### src/rtl/aes_round_sequencer_if.sv
`default_nettype none
// ============================================================================
//  Module      : aes_round_sequencer_if
//  Description : Bundle of the AES round sequencer's request channel, key
//                store port, round datapath port and result channel.
//                slave  = sequencer side, master = surrounding system side.
//  Revision    : 1.0  initial release
// ============================================================================
interface aes_round_sequencer_if;
  // request channel
  logic         start_i;
  logic         decrypt_i;
  logic [127:0] block_i;
  logic         ready_o;
  // key store
  logic [3:0]   key_idx_o;
  logic [127:0] key_i;
  // shared round datapath
  logic         rnd_valid_o;
  logic         rnd_last_o;
  logic [127:0] rnd_data_o;
  logic [127:0] rnd_data_i;
  // result channel
  logic         out_valid_o;
  logic         out_ready_i;
  logic [127:0] data_o;

  modport slave (
    input  start_i, decrypt_i, block_i, key_i, rnd_data_i, out_ready_i,
    output ready_o, key_idx_o, rnd_valid_o, rnd_last_o, rnd_data_o,
           out_valid_o, data_o
  );

  modport master (
    output start_i, decrypt_i, block_i, key_i, rnd_data_i, out_ready_i,
    input  ready_o, key_idx_o, rnd_valid_o, rnd_last_o, rnd_data_o,
           out_valid_o, data_o
  );
endinterface
`default_nettype wire

### src/rtl/aes_round_sequencer.sv
`default_nettype none
// ============================================================================
//  Module      : aes_round_sequencer
//  Description : Iterative AES controller. Applies the initial AddRoundKey,
//                then drives a shared round datapath NR times (fixed latency
//                per round), flagging the final round. Decrypt walks the
//                round keys from NR down to 0.
//  Revision    : 1.0  initial release
// ============================================================================
module aes_round_sequencer #(
  parameter int NR        = 10,
  parameter int ROUND_LAT = 2
) (
  input  wire logic             clk,
  input  wire logic             rst,
  aes_round_sequencer_if.slave  bus
);

  // Latency counter only needs to reach ROUND_LAT-1.
  localparam int             LW         = (ROUND_LAT > 1) ? $clog2(ROUND_LAT) : 1;
  localparam logic [LW-1:0]  c_LAT_LAST = LW'(ROUND_LAT - 1);
  localparam logic [3:0]     c_NR       = 4'(NR);

  typedef enum logic [2:0] {
    S_IDLE  = 3'd0,
    S_INIT  = 3'd1,
    S_ISSUE = 3'd2,
    S_WAIT  = 3'd3,
    S_DONE  = 3'd4
  } state_t;

  state_t         r_fsm;
  state_t         w_fsm_nxt;

  logic           r_dec;
  logic [127:0]   r_st;
  logic [3:0]     r_r;
  logic [LW-1:0]  r_lat;
  logic [127:0]   r_data;

  logic           w_lat_done;
  logic           w_final;
  logic [3:0]     w_rkey_idx;
  logic           w_ready;
  logic           w_rnd_valid;
  logic           w_rnd_last;
  logic [3:0]     w_key_idx;
  logic [127:0]   w_rnd_data;
  logic           w_out_valid;

  assign w_lat_done = (r_lat == c_LAT_LAST);
  assign w_final    = (r_r == c_NR);
  // Decrypt consumes round keys in reverse order.
  assign w_rkey_idx = r_dec ? (c_NR - r_r) : r_r;

  // State register.
  always_ff @(posedge clk) begin
    if (rst) r_fsm <= S_IDLE;
    else     r_fsm <= w_fsm_nxt;
  end

  // Next-state and output decode; round outputs stay put through WAIT so the
  // datapath's registered key and data remain coherent.
  always_comb begin
    w_fsm_nxt   = r_fsm;
    w_ready     = 1'b0;
    w_rnd_valid = 1'b0;
    w_rnd_last  = 1'b0;
    w_key_idx   = 4'd0;
    w_rnd_data  = 128'd0;
    w_out_valid = 1'b0;
    case (r_fsm)
      S_IDLE: begin
        w_ready = 1'b1;
        if (bus.start_i) w_fsm_nxt = S_INIT;
      end
      S_INIT: begin
        w_key_idx = r_dec ? c_NR : 4'd0;
        w_fsm_nxt = S_ISSUE;
      end
      S_ISSUE: begin
        w_rnd_valid = 1'b1;
        w_rnd_data  = r_st;
        w_key_idx   = w_rkey_idx;
        w_rnd_last  = w_final;
        w_fsm_nxt   = S_WAIT;
      end
      S_WAIT: begin
        w_rnd_data  = r_st;
        w_key_idx   = w_rkey_idx;
        w_rnd_last  = w_final;
        if (w_lat_done) w_fsm_nxt = w_final ? S_DONE : S_ISSUE;
      end
      S_DONE: begin
        w_out_valid = 1'b1;
        if (bus.out_ready_i) w_fsm_nxt = S_IDLE;
      end
      default: w_fsm_nxt = S_IDLE;
    endcase
  end

  // Block state, round counter, latency counter and result register.
  always_ff @(posedge clk) begin
    if (rst) begin
      r_dec  <= 1'b0;
      r_st   <= 128'd0;
      r_r    <= 4'd0;
      r_lat  <= '0;
      r_data <= 128'd0;
    end else begin
      case (r_fsm)
        S_IDLE: begin
          if (bus.start_i) begin
            r_st  <= bus.block_i;
            r_dec <= bus.decrypt_i;
            r_r   <= 4'd0;
          end
        end
        S_INIT: begin
          r_st <= r_st ^ bus.key_i;
          r_r  <= 4'd1;
        end
        S_ISSUE: begin
          r_lat <= '0;
        end
        S_WAIT: begin
          r_lat <= r_lat + LW'(1);
          if (w_lat_done) begin
            r_st <= bus.rnd_data_i;
            if (w_final) r_data <= bus.rnd_data_i;
            else         r_r    <= r_r + 4'd1;
          end
        end
        default: ;
      endcase
    end
  end

  assign bus.ready_o     = w_ready;
  assign bus.key_idx_o   = w_key_idx;
  assign bus.rnd_valid_o = w_rnd_valid;
  assign bus.rnd_last_o  = w_rnd_last;
  assign bus.rnd_data_o  = w_rnd_data;
  assign bus.out_valid_o = w_out_valid;
  assign bus.data_o      = r_data;

endmodule
`default_nettype wire

### src/flat_wrapper.sv
// flat-port wrapper written by rule: the top's interface ports become plain ports
module aes_round_sequencer_flat 
#(
  parameter int NR        = 10,
  parameter int ROUND_LAT = 2
)
  (clk, rst, bus_start_i, bus_decrypt_i, bus_block_i, bus_key_i, bus_rnd_data_i, bus_out_ready_i, bus_ready_o, bus_key_idx_o, bus_rnd_valid_o, bus_rnd_last_o, bus_rnd_data_o, bus_out_valid_o, bus_data_o);
  aes_round_sequencer_if bus_i ();
  input  wire logic clk;
  input  wire logic rst;
  input wire logic [$bits(bus_i.start_i)-1:0] bus_start_i;
  input wire logic [$bits(bus_i.decrypt_i)-1:0] bus_decrypt_i;
  input wire logic [$bits(bus_i.block_i)-1:0] bus_block_i;
  input wire logic [$bits(bus_i.key_i)-1:0] bus_key_i;
  input wire logic [$bits(bus_i.rnd_data_i)-1:0] bus_rnd_data_i;
  input wire logic [$bits(bus_i.out_ready_i)-1:0] bus_out_ready_i;
  output wire logic [$bits(bus_i.ready_o)-1:0] bus_ready_o;
  output wire logic [$bits(bus_i.key_idx_o)-1:0] bus_key_idx_o;
  output wire logic [$bits(bus_i.rnd_valid_o)-1:0] bus_rnd_valid_o;
  output wire logic [$bits(bus_i.rnd_last_o)-1:0] bus_rnd_last_o;
  output wire logic [$bits(bus_i.rnd_data_o)-1:0] bus_rnd_data_o;
  output wire logic [$bits(bus_i.out_valid_o)-1:0] bus_out_valid_o;
  output wire logic [$bits(bus_i.data_o)-1:0] bus_data_o;
  assign bus_i.start_i = bus_start_i;
  assign bus_i.decrypt_i = bus_decrypt_i;
  assign bus_i.block_i = bus_block_i;
  assign bus_i.key_i = bus_key_i;
  assign bus_i.rnd_data_i = bus_rnd_data_i;
  assign bus_i.out_ready_i = bus_out_ready_i;
  assign bus_ready_o = bus_i.ready_o;
  assign bus_key_idx_o = bus_i.key_idx_o;
  assign bus_rnd_valid_o = bus_i.rnd_valid_o;
  assign bus_rnd_last_o = bus_i.rnd_last_o;
  assign bus_rnd_data_o = bus_i.rnd_data_o;
  assign bus_out_valid_o = bus_i.out_valid_o;
  assign bus_data_o = bus_i.data_o;
  aes_round_sequencer #(.NR(NR), .ROUND_LAT(ROUND_LAT)) u_core (.clk(clk), .rst(rst), .bus(bus_i));
endmodule
### config.mk
export PLATFORM = sky130hd
export DESIGN_NAME = aes_round_sequencer_flat
export DESIGN_NICKNAME = d
export VERILOG_FILES = /design/src/rtl/aes_round_sequencer_if.sv /design/src/rtl/aes_round_sequencer.sv /design/src/flat_wrapper.sv
export SDC_FILE = /design/constraint.sdc
export NUM_CORES = 1
export LEC_CHECK = 0
export BUFFER_PORTS_ARGS = -buffer_cell sky130_fd_sc_hd__buf_4
export CORE_AREA = 2 2 252 254
export DETAILED_ROUTE_END_ITERATION = 6
export DIE_AREA = 0 0 254 256
export HOLD_SLACK_MARGIN = 0.05
export SYNTH_ARGS = -nofsm -noshare
export SYNTH_HDL_FRONTEND = slang
export SYNTH_SLANG_ARGS = --single-unit
### constraint.sdc
create_clock -name clk -period 2 [get_ports clk]
set_clock_uncertainty 0.05 [all_clocks]
set_input_delay 0.2 -clock clk [delete_from_list [all_inputs] [get_ports clk]]
set_output_delay 0.2 -clock clk [all_outputs]
set_load 0.02 [all_outputs]
==> results <==
- The root buffer cell is clkbuf_16.
- Among all flip-flop cells after synthesis, the most frequent one is dfxtp_1.
- Entering global routing, the biggest net connects 75 pins.
- After routing the design area is 27,200 sq um.
- The share of synthesized area in the top cell type comes to 0.365.
- The run finished, with violations left.
- Setup repair after global routing could not meet its margin everywhere.
- STA classifies the critical path startpoint as a flop.
- By area the synthesized netlist is led by dfxtp_1, mux2i_1, o21ai_0, a221oi_1, o32ai_1.
- The die is 256 microns tall.
- The first global-routing pass estimated 124,000 microns of wire.
- Summing all multi-input logic gate instances after layout gives 8670 sq um.
- The maximum count of clock buffers along a single path is 3.
- The remaining design rule violation count is 0.
- The final count of hold timing violations was 0.
- In this run the critical register-to-register path is launched from u_core.r_fsm[1]$_SDFFE_PP0P_.
- The area of the mapped netlist is 14,600 sq um.
- The flop-to-flop setup slack is roughly 80 ps.
- For this design the ratio of total power to cell area is 631 nW/um^2.
- The number of cells produced by synthesis is around 1,800.
- Using the TritonRoute via totals, the vias-per-cell ratio works out to 5.52.
- The cell count of the worst reg-to-reg path is 5.
- Measured against its own limit, the worst slew margin works out to 0.666.
- Routability-driven placement finished with a final weighted congestion of 0.875.
- Of the cells placed in the final design, the portion with a size suffix greater than 1 is 0.331.
- The depth of the CTS H-tree is 2.
- The post-synthesis net count is 2,229.
- The number of filler instances in the final layout is 5,861.
- The fraction of synthesis flops using an asynchronous set or reset pin is 0.
- The total congestion overflow is 0.
- The number of failing setup endpoints in the final timing report is roughly 130.
- The sequential cells in the finished layout cover a total of between 5000 and 6000 sq um.
- The number of antenna violations at the first check in global routing came to 5.
- The count of maximum capacitance violations is 0.
- The worst hold path begins at rst.
- The area growth from synthesis to layout is 87.0%.
- The count of cell types in the netlist is 39.
- TritonCTS created 36 clock buffers.
- Averaged over all synthesized cells, the footprint is 7.92 sq um.
- Yosys printed 0 warnings.
- The data arrival time of the critical path is 1920 ps.
- At the pin with the least slew margin, the transition time is between 500 and 600 ps.
- The synthesized flop and latch total is 265.
- The overall die area is 65,000 sq um.
- Of the synthesized area, sequential elements account for 0.365.
- The worst hold path passes through 3 cells.
- The endpoint of the worst hold path is u_core.bus.data_o[68]$_SDFFE_PP0P_.
- The clock reaches the later pin of the worst-skew pair after between 500 and 600 ps.
- TritonCTS built the clock tree.
- For this configuration, the core starts out at a cell density of 0.233.
- The count of nets left with antenna violations once routing finished came out at 0.
- The via count of the first global-routing pass is 20,900.
- The global-route usage over all layers is 0.246.
- The worst vdd rail ir drop is 0.530 mV.
- The clock net in this run drives a total of 265 sinks.
- The number of I/O pins is 653.
- The cell taking the most area after synthesis is dfxtp_1.
- The die width is between 200 and 300 microns.
- The period utilization is 1.08.
- Timing would allow up to 461 MHz.
- The path type of the worst min-delay path is in2reg.
- Port buffering added approximately 650 buffers.
- Along the worst path, the maximum fanout reaches 8.
- The average wire length per cell after detail routing is 23.8 microns.
- The data required time of the critical path is 1750 ps.
- The area of the core region is ~62,000 sq um.
- Once placement finished, the instance area stood at 20,400 sq um.
- The critical path is of the reg2out type.
- The count of TritonRoute iterations in the first routing pass is 6.
- The floorplan has between 90 and 100 rows.
- The post-route minimum period is 2170 ps.
- The number of nets in the layout is 3,191.
- The commonest cells after synthesis are dfxtp_1, nor2_1, o21ai_0.
- The number of violations reported at the end of detailed-routing iteration 0 is ~2,100.
- The total detailed-routing wirelength is 87,400 microns.
- The number of vias after detailed routing is 20,300.
- In this run, synthesis inferred 0 flip-flops with an integrated enable.
- The analysis attributes to cell leakage a power of 0.0109 uW.
- Clock-pin slew was measured on the worst setup and hold paths at 60 ps.
- The checks that failed: setup timing.
- The worst hold slack is approximately 110 ps.
- The half-perimeter wire length after placement is 49,700 microns.
- STA classifies the critical path endpoint as an output pin.
- The endpoint identified for the worst register-to-register timing path is u_core.r_st[3]$_SDFFE_PP0P_.
- In the post-route analysis, the smallest setup slack over all paths is -168 ps.
- The final core utilization is 0.436.
- The total count of max-transition violations in the final report is 0.
==> area by class of cell <==
cell class,instances,share of cell area
Tap cell,846,0.0389
Timing Repair Buffer,1146,0.403
Antenna cell,5,0.000460
Sequential cell,265,0.196
Clock inverter,10,0.00414
Multi-Input combinational cell,1349,0.319
Inverter,2,0.000276
Clock buffer,49,0.0394
==> layer usage <==
layer | share of wire | vias to the layer above | GRT usage
met5 | 0.00018 | - | 0
met4 | 0.056 | 2 | 0.143
met3 | 0.10 | 353 | 0.0650
met2 | 0.46 | 1482 | 0.403
met1 | 0.38 | 9696 | 0.288
li1 | - | 8754 | -
==> registers in the layout, indices dropped and copies added (netlist names) <==
register,cells
u_core.bus.data_o,128
u_core.r_st,128
u_core.r_r,4
u_core.r_fsm,3
u_core.r_dec,1
u_core.r_lat,1
==> what timing repair did <==
item,CTS,global route
pin swaps,44,13
hold buffers,386,0
resized for setup,189,55
setup buffers,17,14
endpoints found under the setup margin,136,252
endpoints found under the hold margin,258,0
cloned,15,7
==> worst max-delay path, cell delays in order, from the launching register on <==
cell     delay (ps)
dfxtp_4         340
buf_6           120
nor2b_4         120
buf_12          120
buf_12          130
buf_12          130
buf_16          140
and2_4          150
buf_6           120
==> worst max-delay path by stage <==
| stage | from | depth (start not counted) | end |
|---|---|---|---|
| 3_5_place_dp | u_core.r_fsm[2]$_SDFFE_PP0P_ | 4 | u_core.bus.data_o[33]$_SDFFE_PP0P_ |
| 5_1_grt | u_core.r_fsm[2]$_SDFFE_PP0P_ | 8 | bus_rnd_data_o[83] |
| 2_1_floorplan | u_core.r_fsm[1]$_SDFFE_PP0P_ | 5 | bus_key_idx_o[3] |
| 3_3_place_gp | u_core.r_fsm[2]$_SDFFE_PP0P_ | 5 | bus_ready_o |
| 4_1_cts | u_core.r_fsm[2]$_SDFFE_PP0P_ | 8 | bus_rnd_data_o[84] |
| 6_report | u_core.r_fsm[2]$_SDFFE_PP0P_ | 8 | bus_rnd_data_o[83] |
==> metrics by stage <==
stage | setup slack, ps | power, uW | std cells | setup TNS [ps]
3_3_place_gp | 228 | 9190 | 3169 | 0
2_1_floorplan | 105 | 7650 | 1838 | 0
4_1_cts | -191 | 17000 | 3646 | -17040
3_5_place_dp | 167 | 9290 | 3169 | 0
6_report | -168 | 17200 | 3672 | -13070
5_1_grt | -230 | 17800 | 3672 | -20690
==> power by group <==
group / switching (uW) / leakage [uW] / total, uW / internal [uW]
combinational: 2310 / 0.00820 / 4700 / 2390
sequential: 268 / 0.00217 / 5870 / 5600
clock: 2610 / 0.000584 / 6590 / 3990
==> placed cells by master (no fill, tap or decap), types with 3 or more instances in the layout <==
cell / n
dfxtp_4: 6
and2_1: 44
diode_2: 5
dlygate4sd3_1: 386
o32ai_2: 3
nor2_1: 262
o21ai_1: 15
buf_16: 16
o32ai_1: 125
o21ai_0: 244
buf_4: 591
clkbuf_16: 44
nand2_1: 4
buf_12: 28
clkbuf_8: 10
a21oi_1: 131
buf_6: 111
clkinv_2: 4
nand3b_1: 4
dfxtp_1: 259
nand2b_4: 4
bufbuf_16: 7
and2_4: 85
a221oi_1: 128
mux2i_1: 132
nand2b_1: 3
nand3_1: 129
==> cells by family after synthesis <==
family | share of synthesized area
XOR/XNOR | 0.000602
flip-flops | 0.365
adder cells (fa/ha/maj) | 0.00172
AO/OA/AOI/OAI | 0.295
AND/OR/NAND/NOR | 0.182
buffers and inverters | 0.0643
multiplexers | 0.0916
No activity file was read; power rests on OpenSTA's default activity.
